File: config.mk
export PLATFORM = sky130hd
export DESIGN_NAME = rf_wr_channel_merge
export DESIGN_NICKNAME = d
export VERILOG_FILES = /design/src/rtl/rf_wr_channel_merge.sv
export SDC_FILE = /design/constraint.sdc
export NUM_CORES = 1
export LEC_CHECK = 0
export ABC_AREA = 1
export CORE_MARGIN = 2
export CORE_UTILIZATION = 35
export DETAILED_ROUTE_END_ITERATION = 12
export GPL_TIMING_DRIVEN = 0
export PLACE_DENSITY_LB_ADDON = 0.05
export SETUP_SLACK_MARGIN = 0.5
export SLEW_MARGIN = 20
export SYNTH_ARGS = -nofsm -noshare
export SYNTH_HDL_FRONTEND = slang
export SYNTH_SLANG_ARGS = --single-unit
File: constraint.sdc
create_clock -name clk -period 6.4 [get_ports clk]
set_clock_uncertainty 0.1 [all_clocks]
set_input_delay 1.6 -clock clk [delete_from_list [all_inputs] [get_ports clk]]
set_output_delay 1.6 -clock clk [all_outputs]
set_load 0.01 [all_outputs]
File: src/rtl/rf_wr_channel_merge.sv
// Merges NUM_CH write-back channels into one register-file write port.
// Each channel has a small FIFO. A round-robin arbiter picks the channel to write, and writes to x0 are dropped.
module rf_wr_channel_merge #(
  parameter  int RV64   = 0,
  parameter  int NUM_CH = 2,
  parameter  int DEPTH  = 2,
  parameter  int CH_W   = (NUM_CH > 1) ? $clog2(NUM_CH) : 1,
  localparam int XLEN   = 32 * (1 + RV64)
) (
  input  logic                   clk,
  input  logic                   rst_n,
  input  logic [NUM_CH-1:0]      in_vld,
  input  logic [NUM_CH*5-1:0]    in_rd,
  input  logic [NUM_CH*XLEN-1:0] in_dat,
  output logic [NUM_CH-1:0]      in_rdy,
  output logic                   out_vld,
  output logic [4:0]             out_rd,
  output logic [XLEN-1:0]        out_dat,
  output logic [CH_W-1:0]        out_ch,
  input  logic                   out_rdy,
  output logic [31:0]            pend_mask
);

  localparam int PTR_W = $clog2(DEPTH);
  localparam int CNT_W = PTR_W + 1;

  logic [4:0]      rd_mem_q  [NUM_CH][DEPTH];
  logic [XLEN-1:0] dat_mem_q [NUM_CH][DEPTH];
  logic [PTR_W-1:0] wptr_q [NUM_CH], wptr_d [NUM_CH];
  logic [PTR_W-1:0] rptr_q [NUM_CH], rptr_d [NUM_CH];
  logic [CNT_W-1:0] cnt_q  [NUM_CH], cnt_d  [NUM_CH];
  logic [CH_W-1:0]  rr_q, rr_d;
  logic [CH_W-1:0]  lock_ch_q;
  logic             lock_q;

  logic [NUM_CH-1:0] req, push, pop;
  logic [CH_W-1:0]   gnt;
  logic              pop_fire;

  // An rd=0 beat completes its handshake but is never stored.
  always_comb begin
    for (int i = 0; i < NUM_CH; i++) begin
      in_rdy[i] = (cnt_q[i] != CNT_W'(DEPTH));
      push[i]   = in_vld[i] & in_rdy[i] & (in_rd[5*i +: 5] != 5'd0);
      req[i]    = (cnt_q[i] != '0);
    end
  end

  // While a beat is stalled, the grant stays on the locked channel so the output does not change.
  always_comb begin
    int  idx;
    logic found;
    gnt   = '0;
    found = 1'b0;
    idx   = 0;
    if (lock_q) begin
      gnt = lock_ch_q;
    end else begin
      for (int k = 0; k < NUM_CH; k++) begin
        idx = (int'(rr_q) + k) % NUM_CH;
        if (!found && req[idx]) begin
          gnt   = CH_W'(idx);
          found = 1'b1;
        end
      end
    end
  end

  always_comb begin
    out_vld  = |req;
    out_rd   = '0;
    out_dat  = '0;
    out_ch   = '0;
    if (out_vld) begin
      out_rd  = rd_mem_q[gnt][rptr_q[gnt]];
      out_dat = dat_mem_q[gnt][rptr_q[gnt]];
      out_ch  = gnt;
    end
    pop_fire = out_vld & out_rdy;
    for (int i = 0; i < NUM_CH; i++) begin
      pop[i] = pop_fire && (gnt == CH_W'(i));
    end
  end

  always_comb begin
    rr_d = rr_q;
    if (pop_fire) rr_d = CH_W'((int'(gnt) + 1) % NUM_CH);
    for (int i = 0; i < NUM_CH; i++) begin
      wptr_d[i] = push[i] ? wptr_q[i] + 1'b1 : wptr_q[i];
      rptr_d[i] = pop[i]  ? rptr_q[i] + 1'b1 : rptr_q[i];
      cnt_d[i]  = cnt_q[i];
      if (push[i] && !pop[i]) cnt_d[i] = cnt_q[i] + 1'b1;
      if (!push[i] && pop[i]) cnt_d[i] = cnt_q[i] - 1'b1;
    end
  end

  // An entry counts as pending when its offset from the read pointer is below the occupancy.
  always_comb begin
    logic [PTR_W-1:0] off;
    off       = '0;
    pend_mask = '0;
    for (int i = 0; i < NUM_CH; i++) begin
      for (int e = 0; e < DEPTH; e++) begin
        off = PTR_W'(e) - rptr_q[i];
        if ({1'b0, off} < cnt_q[i]) pend_mask[rd_mem_q[i][e]] = 1'b1;
      end
    end
    pend_mask[0] = 1'b0;
  end

  // NOTE: the storage arrays have no reset. Occupancy is tracked by cnt_q, so stale contents are never observed.
  always_ff @(posedge clk) begin
    for (int i = 0; i < NUM_CH; i++) begin
      if (push[i]) begin
        rd_mem_q[i][wptr_q[i]]  <= in_rd[5*i +: 5];
        dat_mem_q[i][wptr_q[i]] <= in_dat[XLEN*i +: XLEN];
      end
    end
  end

  always_ff @(posedge clk or negedge rst_n) begin
    if (!rst_n) begin
      for (int i = 0; i < NUM_CH; i++) begin
        wptr_q[i] <= '0;
        rptr_q[i] <= '0;
        cnt_q[i]  <= '0;
      end
      rr_q      <= '0;
      lock_q    <= 1'b0;
      lock_ch_q <= '0;
    end else begin
      for (int i = 0; i < NUM_CH; i++) begin
        wptr_q[i] <= wptr_d[i];
        rptr_q[i] <= rptr_d[i];
        cnt_q[i]  <= cnt_d[i];
      end
      rr_q      <= rr_d;
      lock_q    <= out_vld & ~out_rdy;
      lock_ch_q <= gnt;
    end
  end

endmodule

==> key figures <==
Timing
  – Actual slew at the worst max-slew pin: 0.792 ns
  – Final worst path period share: 0.726
  – Min cycle time layout: 4.65 ns
  – Max Freq: 215 MHz
  – Slew HR: 0.469
  – Setup TNS: 0 ns
  – RSZ-0062 raised after global routing: false
  – # setup viols final: 0
  – Slew Viols, Final: 0
  – Hold Violations, Final: 0

Floorplanning
  – Total core area: 0.0224 mm2
  – Area of the die: 0.0239 mm2
  – Top Ports: 152
  – Die Y-Extent: 155 um
  – Site Rows: 55
  – Die width: 155 um
  – Initial Util: 0.354

Synthesis
  – Synth Cell Area: 0.00794 mm2
  – Avg Cell Area, Syn: 8.64 um2
  – Most frequent cell after synthesis: nand2_1
  – Synth area leaders: edfxtp_1 (56%), nand2_1 (14%), nor2_1 (7.2%)
  – Sequential fraction of the synthesis area: 0.594
  – Number of synthesis warnings: 0
  – Post-Syn Nets: 1000
  – Post-synth top cells: nand2_1 (291), nor2_1 (153), edfxtp_1 (148), inv_1 (96), nand3_1 (81)
  – #FFs+latches synth: 159
  – Async set-reset flop share out of synthesis: 0.0692
  – Post-synth top flop: edfxtp_1
  – Top cell type by total area after synthesis: edfxtp_1
  – Yosys top cell area share: 0.560
  – Library cells used by synthesis: 26
  – Syn Inst Count: 919
  – Post-synth EDFFs: 148

Setup path
  – R2R Setup Slk: 3.95 ns
  – CP cell instances: inv_1, nand3_1, buf_1, buf_2, nand2_1, nor2_1, clkdlybuf4s50_1
  – Worst path buffer plus inverter count: 4
  – Cell family contributing the most delay on the critical path: buffers and inverters
  – Worst EP required: 4.70 ns
  – Slowest-stage cell, CP: clkdlybuf4s50_1
  – Crit end category: primary output
  – Worst setup SP type: flip-flop
  – Worst-path maximum fanout: 10
  – Crit-path max cell delay: 0.59 ns
  – Arrival time at the worst endpoint: 2.95 ns
  – WS Path Type: reg -> out

GRT
  – Grt total ovfl: 0
  – Pin count of the biggest net entering global routing: 23
  – Antenna violations before repair: 1
  – Global-route wire length before repair: 36500 um
  – Number of global-route vias before repair: 6333
  – GRT Total Usage: 0.206

Outcome
  – Status: finished, final reports clean

Place
  – Final HPWL from detailed placement: 17200 um
  – RePlAce Congestion: 0.886
  – Port buffer count: 150

CTS
  – CTS tree: done
  – Post-CTS Setup Inserts: 0
  – # hold bufs at CTS: 0
  – Clk root buf: clkbuf_16
  – CTS H-Tree Depth: 4
  – CTS buffer count: 17
  – Max clock buf depth: 2
  – Worst skew pair latency: 0.43 ns
  – Gates resized, CTS repair: 0
  – Clock sink count: 159
  – Clock slew at reported path FFs: 0.07 ns

Route
  – WL final: 24300 um
  – Final antenna-violating net count: 0
  – Violation count after the first detailed-route iteration: 414
  – Drt first pass iters: 5
  – Routed wire per std cell: 17.4 um
  – Vias per std cell: 4.79
  – DRC: 0
  – DR vias: 6668

Final layout
  – Area grow syn2layout: 33.6%
  – Final net count: 1176
  – ANT cells: 0
  – Area of the multi-input gates: 0.00271 mm2
  – Fillers: 2218
  – Register area: 0.00472 mm2
  – Proportion of layout cells with a drive suffix above 1: 0.0749

Min path
  – HP Class: reg -> reg

Flow run
  – Total of max-cap violations: 0

Power and ir drop
  – Worst VDD drop: 0.259 mV
  – Cell leakage power: 4.63 nW
  – Power per Cell Area: 511 mW/mm2
  – Tot Pwr: 5.42 mW
## cell families (layout without fill, tap and decap cells)
group,after synthesis,count (layout),share of synthesized area
fa+ha+maj,2,2,0.00315
flops,159,159,0.594
buf+inv,132,321,0.0715
compound gates,60,60,0.0388
other cells,1,1,0.000472
xor+xnor,7,7,0.00772
simple gates,558,558,0.284
## metrics by stage
stage	utilization	cell area (um2)	worst slack, ns	hold slack, ns	cells
3_5_place_dp	0.447	10000	2.17	0.395	1361
3_3_place_gp	0.437	9800	0.118	0.386	1354
2_1_floorplan	-	7940	2.47	0.363	919
6_report	0.473	10600	1.75	0.410	1393
4_1_cts	0.473	10600	1.67	0.408	1393
5_1_grt	0.473	10600	1.58	0.434	1393
## metal layers
metal / GRT usage / wire length [um]
met1: 0.271 / 10500
met2: 0.342 / 11700
met3: 0.0417 / 1610
met4: 0.0657 / 478
met5: 0 / 0
## report_power, final
part,total [mW],internal [mW],switching [mW]
Clock,1.01,0.526,0.482
Sequential,1.52,1.42,0.0970
Combinational,2.90,1.19,1.71
Total,5.42,3.14,2.28
## sequential cells by signal, summed over array words and instances (netlist names)
signal and flops:
rr_q 1, lock_q 1, cnt_q 4, lock_ch_q 1, wptr_q 2, dat_mem_q 128
rptr_q 2, rd_mem_q 20
## layout make-up
type / instances / area share
flip-flops and latches: 159 / 0.445
multi-input cells: 628 / 0.256
repair buffers: 157 / 0.157
clock buffers: 17 / 0.0401
inverters: 99 / 0.0350
well taps: 285 / 0.0336
plain buffers: 33 / 0.0185
clock inverters: 15 / 0.0152
## layout by cell type (no fill, tap or decap), types with 6 or more instances in the layout
cell	n
nor3_2	6
nand4_1	6
nand3_1	81
clkbuf_16	17
edfxtp_1	148
nand2_1	291
dfrtp_1	11
a21oi_1	48
inv_1	96
nor3_1	17
buf_2	19
o21ai_0	8
nor2_1	149
clkdlybuf4s50_1	150
## path summary, 6_finish.rpt
check                                 startpoint                    end  cells after the start
min reg2reg                rptr_q[0]$_DFFE_PN0P_  rptr_q[0]$_DFFE_PN0P_                      1
min                        rptr_q[0]$_DFFE_PN0P_  rptr_q[0]$_DFFE_PN0P_                      1
max                         cnt_q[2]$_DFFE_PN0P_            out_dat[13]                      7
max in group asynchronous                  rst_n  rptr_q[1]$_DFFE_PN0P_                      1
min in group asynchronous                  rst_n    lock_ch_q$_DFF_PN0_                      1
max reg2reg                 cnt_q[0]$_DFFE_PN0P_   cnt_q[3]$_DFFE_PN0P_                     13
Power figures use the tool's default switching activity.
